$ cat src/rtl/cpu_sequencer_fsm.sv
// Multi-cycle fetch/decode/execute/mem/writeback control FSM for the CPU core.
// Optional memory-wait timeout with sticky bus_error is enabled by defining MEM_TIMEOUT_EN.
module cpu_sequencer_fsm #(
  parameter logic [5:0]  OP_RTYPE       = 6'b000000,
  parameter logic [5:0]  OP_ADDI        = 6'b001000,
  parameter logic [5:0]  OP_LW          = 6'b100011,
  parameter logic [5:0]  OP_SW          = 6'b101011,
  parameter logic [5:0]  OP_BEQ         = 6'b000100,
  parameter logic [5:0]  OP_J           = 6'b000010,
  parameter int unsigned TIMEOUT_CYCLES = 255
) (
  input  logic        clk,
  input  logic        rst_n,
  input  logic        halt,
  input  logic [5:0]  op,
  input  logic        alu_zero,
  input  logic        imem_ready,
  input  logic        dmem_ready,
  output logic        imem_req,
  output logic        ir_load,
  output logic        dmem_req,
  output logic        dmem_we,
  output logic        is_branch,
  output logic        add_imm,
  output logic        load_word,
  output logic        store_word,
  output logic        alu_src_imm,
  output logic        reg_we,
  output logic        pc_en,
  output logic        pc_sel_target,
  output logic        illegal_op,
  output logic        bus_error,
  output logic [31:0] instr_count
);

  typedef enum logic [2:0] {
    S_IDLE, S_FETCH, S_DECODE, S_EXEC, S_MEM, S_WB
  } state_t;

  state_t      state_q, state_d;
  logic [5:0]  opq_q, opq_d;
  logic [31:0] count_q, count_d;
  logic        retire;

  logic op_legal;
  logic c_rtype, c_addi, c_lw, c_sw, c_beq, c_j;
  logic in_instr;

  assign op_legal = (op == OP_RTYPE) || (op == OP_ADDI) || (op == OP_LW) ||
                    (op == OP_SW)    || (op == OP_BEQ)  || (op == OP_J);

  assign c_rtype = (opq_q == OP_RTYPE);
  assign c_addi  = (opq_q == OP_ADDI);
  assign c_lw    = (opq_q == OP_LW);
  assign c_sw    = (opq_q == OP_SW);
  assign c_beq   = (opq_q == OP_BEQ);
  assign c_j     = (opq_q == OP_J);

  assign in_instr = (state_q == S_EXEC) || (state_q == S_MEM) || (state_q == S_WB);

`ifdef MEM_TIMEOUT_EN
  localparam int unsigned WAIT_W = (TIMEOUT_CYCLES > 255) ? $clog2(TIMEOUT_CYCLES + 1) : 8;

  logic [WAIT_W-1:0] wait_q, wait_d;
  logic              berr_q, berr_d;
  logic              waiting;
  logic              timeout;

  assign waiting = ((state_q == S_FETCH) && !imem_ready) ||
                   ((state_q == S_MEM)   && !dmem_ready);
  // Trips on the TIMEOUT_CYCLES-th consecutive ready=0 cycle; req drops the cycle after.
  assign timeout = waiting && (wait_q == WAIT_W'(TIMEOUT_CYCLES - 1));

  always_comb begin
    berr_d = berr_q | timeout;
    if (state_d != state_q) begin
      wait_d = '0;
    end else if (waiting) begin
      wait_d = wait_q + WAIT_W'(1);
    end else begin
      wait_d = wait_q;
    end
  end

  always_ff @(posedge clk or negedge rst_n) begin
    if (!rst_n) begin
      wait_q <= '0;
      berr_q <= 1'b0;
    end else begin
      wait_q <= wait_d;
      berr_q <= berr_d;
    end
  end

  assign bus_error = berr_q;
`else
  logic timeout;
  assign timeout   = 1'b0;
  assign bus_error = 1'b0;
`endif

  always_ff @(posedge clk or negedge rst_n) begin
    if (!rst_n) begin
      state_q <= S_IDLE;
      opq_q   <= '0;
      count_q <= '0;
    end else begin
      state_q <= state_d;
      opq_q   <= opq_d;
      count_q <= count_d;
    end
  end

  always_comb begin
    state_d = state_q;
    opq_d   = opq_q;
    unique case (state_q)
      S_IDLE: begin
        if (!halt) state_d = S_FETCH;
      end
      S_FETCH: begin
        if (imem_ready)   state_d = S_DECODE;
        else if (timeout) state_d = S_IDLE;
      end
      S_DECODE: begin
        opq_d   = op;
        state_d = op_legal ? S_EXEC : S_IDLE;
      end
      S_EXEC: begin
        if (c_rtype || c_addi)  state_d = S_WB;
        else if (c_lw || c_sw)  state_d = S_MEM;
        else                    state_d = S_IDLE;
      end
      S_MEM: begin
        if (dmem_ready)   state_d = c_lw ? S_WB : S_IDLE;
        else if (timeout) state_d = S_IDLE;
      end
      S_WB:    state_d = S_IDLE;
      default: state_d = S_IDLE;
    endcase
  end

  always_comb begin
    imem_req      = 1'b0;
    ir_load       = 1'b0;
    dmem_req      = 1'b0;
    dmem_we       = 1'b0;
    alu_src_imm   = 1'b0;
    reg_we        = 1'b0;
    pc_en         = 1'b0;
    pc_sel_target = 1'b0;
    illegal_op    = 1'b0;
    retire        = 1'b0;
    unique case (state_q)
      S_FETCH: begin
        imem_req = 1'b1;
        ir_load  = imem_ready;
      end
      S_DECODE: begin
        illegal_op = !op_legal;
        pc_en      = !op_legal;
      end
      S_EXEC: begin
        alu_src_imm = c_addi || c_lw || c_sw;
        if (c_beq || c_j) begin
          pc_en         = 1'b1;
          pc_sel_target = c_j || alu_zero;
          retire        = 1'b1;
        end
      end
      S_MEM: begin
        dmem_req = 1'b1;
        dmem_we  = c_sw;
        if (c_sw && dmem_ready) begin
          pc_en  = 1'b1;
          retire = 1'b1;
        end
      end
      S_WB: begin
        reg_we = 1'b1;
        pc_en  = 1'b1;
        retire = 1'b1;
      end
      default: ;
    endcase
  end

  assign count_d = count_q + {31'd0, retire};

  assign is_branch   = in_instr && (c_beq || c_j);
  assign add_imm     = in_instr && c_addi;
  assign load_word   = in_instr && c_lw;
  assign store_word  = in_instr && c_sw;
  assign instr_count = count_q;

endmodule

$ cat config.mk
export PLATFORM = sky130hd
export DESIGN_NAME = cpu_sequencer_fsm
export DESIGN_NICKNAME = d
export VERILOG_FILES = /design/src/rtl/cpu_sequencer_fsm.sv
export SDC_FILE = /design/constraint.sdc
export NUM_CORES = 1
export LEC_CHECK = 0
export BUFFER_PORTS_ARGS = -buffer_cell sky130_fd_sc_hd__buf_4
export CAP_MARGIN = 20
export CORE_MARGIN = 2
export CORE_UTILIZATION = 33
export CTS_CLUSTER_SIZE = 12
export DETAILED_ROUTE_END_ITERATION = 16
export PLACE_DENSITY = 0.51
export SYNTH_ARGS = -nofsm -noshare
export SYNTH_HDL_FRONTEND = slang
export SYNTH_SLANG_ARGS = --single-unit
$ cat constraint.sdc
create_clock -name clk -period 3.13 [get_ports clk]
set_clock_uncertainty 0.1 [all_clocks]
set_input_delay 0.626 -clock clk [delete_from_list [all_inputs] [get_ports clk]]
set_output_delay 0.626 -clock clk [all_outputs]
set_load 0.01 [all_outputs]
==> results of run 1 <==
==> per-stage QoR <==
stage          setup WS, ps  instances
2_1_floorplan           438        192
3_5_place_dp            317        321
6_report                327        328
5_1_grt                 166        328
4_1_cts                 304        328
3_3_place_gp            388        321
==> worst reg2reg max path, delay by kind of cell, from the launching register on <==
kind | cells | cell delay, ps
compound gates | 1 | 220
xor+xnor | 1 | 150
fa+ha+maj | 2 | 380
buf+inv | 1 | 200
flops | 1 | 410
simple gates | 5 | 1240
==> state kept, by name (all words and copies together) (netlist names) <==
signal / flops
instr_count: 32
opq_q: 6
state_q: 3
==> cell usage in the layout, fill, tap and decap left out, types with 2 or more instances in the layout <==
master    netlist  routed
a21oi_1         5       5
and2_1          5       5
and3_1          7       7
and4_1          5       5
buf_4           1      59
clkbuf_8        0       5
dfrtp_1        41      41
ha_1            3       3
inv_1           3       3
mux2_2          5       5
nand2_1        10      10
nand3_1        14      14
nand4_1        12      12
nand4b_1        2       2
nor2_1         11      11
nor2b_1         4       4
nor3_1          5       5
nor3b_1         2       2
o21ai_0         2       2
or2_1           2       2
xnor2_1        26      26
xor2_1          4       4
==> routing by layer <==
layer	GRT usage, %	vias up	part of all wire, %
met1	18.7	805	47
met2	21.1	52	47
met4	3.81	0	0.67
li1	-	805	-
met5	0	-	0
met3	3.56	5	5.4
==> power breakdown <==
part           internal [mW]  leakage (nW)  switching [mW]  total, mW
clock                  0.232        0.0540           0.176      0.408
combinational          0.157         0.671           0.153      0.310
sequential             0.597         0.553          0.0846      0.681
==> cells by family (layout without fill, tap and decap cells) <==
logic type,after synthesis,in the layout,synth area share [%]
fa+ha+maj,3,3,1.80
mux,5,5,2.70
buf+inv,8,69,1.80
flops,41,41,49.2
other cells,1,1,0.180
xor+xnor,30,30,12.6
simple gates,91,91,26.5
compound gates,13,13,5.28
==> worst max path at each step <==
stage	startpoint	end	slack [ps]	cells past startpoint
after global placement	opq_q[2]$_DFFE_PN0P_	instr_count[20]$_DFF_PN0_	390	10
after detailed placement	opq_q[2]$_DFFE_PN0P_	instr_count[20]$_DFF_PN0_	320	10
after floorplan	opq_q[2]$_DFFE_PN0P_	instr_count[20]$_DFF_PN0_	440	9
after global routing	opq_q[3]$_DFFE_PN0P_	instr_count[30]$_DFF_PN0_	170	10
after CTS	opq_q[2]$_DFFE_PN0P_	instr_count[30]$_DFF_PN0_	300	10
final	opq_q[2]$_DFFE_PN0P_	instr_count[30]$_DFF_PN0_	330	10
==> final cells by class <==
class,instances,area [um^2],area share (%)
clock buffer,5,68.8,2.55
clock inverter,2,35.0,1.30
inverter,3,11.3,0.417
multi-input combinational,143,1020,37.9
sequential,41,1030,38.0
tap,75,93.8,3.47
timing repair buffer,59,443,16.4
==> out/metrics.yaml, run 1 <==
wl_per_cell_um: 14.2
finalHoldViolCount: 0
synthCells: 192
drtIter0Drc: 36
synth-edff-count: 0
synth.distinct_cells: 42
finish.instance_area_mm2: 0.00270
yosys_warnings: 0
grt_pass1_wl_um: 7760
min_period_ps: 2800
power_mw: 1.40
finalSetupViolCount: 0
hold_buffers: 0
max-vdd-ir-drop_uv: 303
avgSynthCellArea_um2: 10.9
path_buf_inv: 1
yosys_most_used_dff: "dfrtp_1"
die_h_um: 83.5
p_leak_nw: 1.28
netlist_area_mm2: 0.00209
max_clock_freq_mhz: 357
hp-class: "primary input to asynchronous set/reset pin"
row_count: 28
die_area_mm2: 0.00698
start_kind: "register"
routabilityCongestion: 0.790
r2r_cells: 10
yosysSeqAreaShare_pct: 49.2
relSlewSlack_pct: 65.4
area_growth_pct: 29.4
critPathTopFamily: "simple AND/OR/NAND/NOR gates"
crit_fanout: 10
slowest_delay_ps: 410
initial_core_util_pct: 34.6
maxCapViolations: 0
coreArea_mm2: 0.00603
critical_path_arrival_ps: 2880
synthArstFlopShare_pct: 100
crit_chain: "or2_1 -> or3_4 -> o221ai_2 -> ha_1 -> ha_1 -> and4_4 -> nor3b_4 -> buf_4 -> nand4_1 -> xnor2_1"
drc: 0
finalNetCount: 268
io_pins: 58
vias: 1667
cpMostUsedCell: "ha_1"
outcome: "completed"
yosysMostFrequentCell: "dfrtp_1"
htree_levels: 2
drive_gt1_share_pct: 32.0
max-clock-path-buffers: 2
cp-end-kind: "register"
port_buffers: 56
cts_root_buf: "clkbuf_8"
crit_type: "register to register"
grt_max_degree: 42
ant_nets: 0
cts_tree: "done"
rsz0062_at_grt: "no"
die_w_um: 83.5
synthTopCellsByCount: "41 x dfrtp_1, 26 x xnor2_1, 14 x nand3_1, 12 x nand4_1, 11 x nor2_1"
wl_um: 4650
setup-tns-final_ps: 0
worstReg2RegStart: "opq_q[2]$_DFFE_PN0P_"
hold-worst-slack_ps: 212
antennaDiodeCount: 0
report.final.slew_viol_count: 0
synth_area_leader_cell: "dfrtp_1"
cp.required_ps: 3210
yosysTopAreaCellShare_pct: 49.2
fin_crit_sh_pct: 89.5
synth.area.top_cells: "dfrtp_1 49%, xnor2_1 11%, nand4_1 3.6%, nand3_1 3.4%, mux2_2 2.7%"
clk_pin_slew_ps: 80
power_density_mw_per_mm2: 518
ctsResizeCount: 0
final_util_pct: 44.8
r2r_setup_slack_ps: 330
place_area_mm2: 0.00260
fillers: 591
grt_use_total_pct: 13.6
synth_nets: 207
postCtsSetupBuffers: 0
cts_buffers: 5
grt_pass1_vias: 1586
tightestPinTransition_ps: 519
grt_overflow: 0
firstDrtPassIters: 4
synth_seq_cells: 41
hpwl_um: 3400
crit_path_top_delay_cell: "dfrtp_1"
antenna_found_initial: 0
cts_sinks: 41
viasPerCell: 5.08
r2r_end: "instr_count[30]$_DFF_PN0_"
clk_latency_ps: 290
Power figures use the tool's default switching activity.
==> run 2: changes to the inputs <==
--- a/config.mk
+++ b/config.mk
@@ -11,6 +11,7 @@
 export CORE_UTILIZATION = 33
 export CTS_CLUSTER_SIZE = 12
 export DETAILED_ROUTE_END_ITERATION = 16
+export MAX_ROUTING_LAYER = met4
 export PLACE_DENSITY = 0.51
 export SYNTH_ARGS = -nofsm -noshare
 export SYNTH_HDL_FRONTEND = slang
==> run 2 against run 1 <==
Compared with the run above:
- global-route usage rose by 0.41 points
- sequential power barely moved
- sequential share of layout area did not move
- total power barely moved
- critical path depth did not move
- flip-flop and latch count did not move
- highest routed layer unchanged
- maximum frequency rose by 0.11%
- clock power barely moved
- worst setup slack improved by 3.0 ps
==> out/metrics.yaml, run 2 (synthesis gave the netlist of run 1 again) <==
grt_pass1_wl_um: 7770  # about the same
area_growth_pct: 29.4  # unchanged
max_clock_freq_mhz: 357  # +0.11%
p_int_mw: 0.985  # about the same
cts_tree: "done"
report.final.slew_viol_count: 0  # unchanged
firstDrtPassIters: 4  # unchanged
row_count: 28  # unchanged
antennaDiodeCount: 0  # unchanged
vias: 1668  # +0.060%
finalNetCount: 268  # unchanged
grt_use_total_pct: 14.0  # +0.41 points
final_util_pct: 44.8  # unchanged
die_h_um: 83.5  # unchanged
ctsResizeCount: 0  # unchanged
io_pins: 58  # unchanged
crit_fanout: 10  # unchanged
finalSetupViolCount: 0  # unchanged
routabilityCongestion: 0.801  # +1.4%
drtIter0Drc: 46  # +28%
port_buffers: 56  # unchanged
grt_max_degree: 42  # unchanged
p_leak_nw: 1.28  # unchanged
cp.required_ps: 3210  # about the same
relSlewSlack_pct: 65.1  # -0.29 points
fin_crit_sh_pct: 89.4  # -0.095 points
hp-class: "primary input to asynchronous set/reset pin"
clk_pin_slew_ps: 80  # about the same
max-clock-path-buffers: 2  # unchanged
p_sw_share_pct: 29.6  # about the same
outcome: "completed"
rsz0062_at_grt: "no"
fillers: 591  # unchanged
grt_pass1_vias: 1581  # -0.32%
r2r_end: "instr_count[30]$_DFF_PN0_"
layoutNonFillerInstCount: 328  # unchanged
wl_um: 4650  # about the same
p_switching_mw: 0.414  # about the same
initial_core_util_pct: 34.6  # unchanged
cts_buffers: 5  # unchanged
largest_reg_flops: 32  # unchanged
cts_root_buf: "clkbuf_8"
cp-end-kind: "register"
final_cell_mix: "59 x buf_4, 41 x dfrtp_1, 26 x xnor2_1"
htree_levels: 2  # unchanged
grt_overflow: 0  # unchanged
tightestPinTransition_ps: 524  # +4.32 ps
layout_commonest_cell: "buf_4"
min_period_ps: 2800  # -2.97 ps
coreArea_mm2: 0.00603  # unchanged
hpwl_um: 3400  # unchanged
clk_latency_ps: 290  # about the same
setup-tns-final_ps: 0  # unchanged
drive_gt1_share_pct: 32.0  # unchanged
power_density_mw_per_mm2: 518  # about the same
critical_path_arrival_ps: 2880  # about the same
die_w_um: 83.5  # unchanged
place_inst: 321  # unchanged
crit_type: "register to register"
antenna_found_initial: 0  # unchanged
combPwrFrac_pct: 22.2  # about the same
ant_nets: 0  # unchanged
cts_sinks: 41  # unchanged
maxCapViolations: 0  # unchanged
viasPerCell: 5.09  # about the same
worstReg2RegStart: "opq_q[2]$_DFFE_PN0P_"
hold_buffers: 0  # unchanged
finalHoldViolCount: 0  # unchanged
wl_per_cell_um: 14.2  # about the same
postCtsSetupBuffers: 0  # unchanged
r2r_cells: 10  # unchanged
start_kind: "register"
max-vdd-ir-drop_uv: 303  # about the same
die_area_mm2: 0.00698  # unchanged
r2r_setup_slack_ps: 330  # about the same
p_seq_share_pct: 48.7  # about the same
power_frac_clock_pct: 29.2  # about the same
drc: 0  # unchanged
run 2: cell counts in the layout (fill, tap and decap cells not counted):
Identical to the previous run, type by type.
run 2: power by group through the flow:
stage	Sequential, mW	Clock, mW	Combinational (mW)
2_1_floorplan	0.676	0	0.199
4_1_cts	0.682	0.426	0.316
6_report	0.681	0.408	0.310
3_5_place_dp	0.693	0	0.314
3_3_place_gp	0.693	0	0.314
5_1_grt	0.694	0.447	0.345
run 2: how the worst max path moves through the flow:
stage	startpoint	end	slack, ps	depth (start not counted)
floorplan	opq_q[2]$_DFFE_PN0P_	instr_count[20]$_DFF_PN0_	440	9
global placement	opq_q[2]$_DFFE_PN0P_	instr_count[20]$_DFF_PN0_	390	10
detailed placement	opq_q[2]$_DFFE_PN0P_	instr_count[20]$_DFF_PN0_	320	10
global route	opq_q[3]$_DFFE_PN0P_	instr_count[30]$_DFF_PN0_	170	10
CTS	opq_q[2]$_DFFE_PN0P_	instr_count[30]$_DFF_PN0_	300	10
finish	opq_q[2]$_DFFE_PN0P_	instr_count[30]$_DFF_PN0_	330	10
run 2: through the flow:
step	setup slack [ps]	hold WS (ps)	instance area, um^2	power [mW]
floorplan	438	230	2090	0.875
global placement	388	364	2600	1.01
detailed placement	317	370	2600	1.01
CTS	304	223	2700	1.42
global route	166	248	2700	1.49
finish	330	214	2700	1.40
run 2: final cells by class:
cell class | count | area [um^2] | area share (%)
inverters | 3 | 11.3 | 0.417
flip-flops and latches | 41 | 1030 | 38.0
multi-input cells | 143 | 1020 | 37.9
repair buffers | 59 | 443 | 16.4
clock buffers | 5 | 68.8 | 2.55
well taps | 75 | 93.8 | 3.47
clock inverters | 2 | 35.0 | 1.30
run 2: worst max-delay path, cell delays in order, from the launching register on:
cell and delay [ps]:
dfrtp_1 410, or2_1 280, or3_4 390, o221ai_2 220, ha_1 180, ha_1 200
and4_4 260, nor3b_4 170, buf_4 200, nand4_1 120, xnor2_1 150
run 2: metal layers:
metal	routed length (um)	global-route usage, %
met5	0	-
met4	31	3.81
met3	252	3.56
met2	2180	21.0
met1	2190	18.8
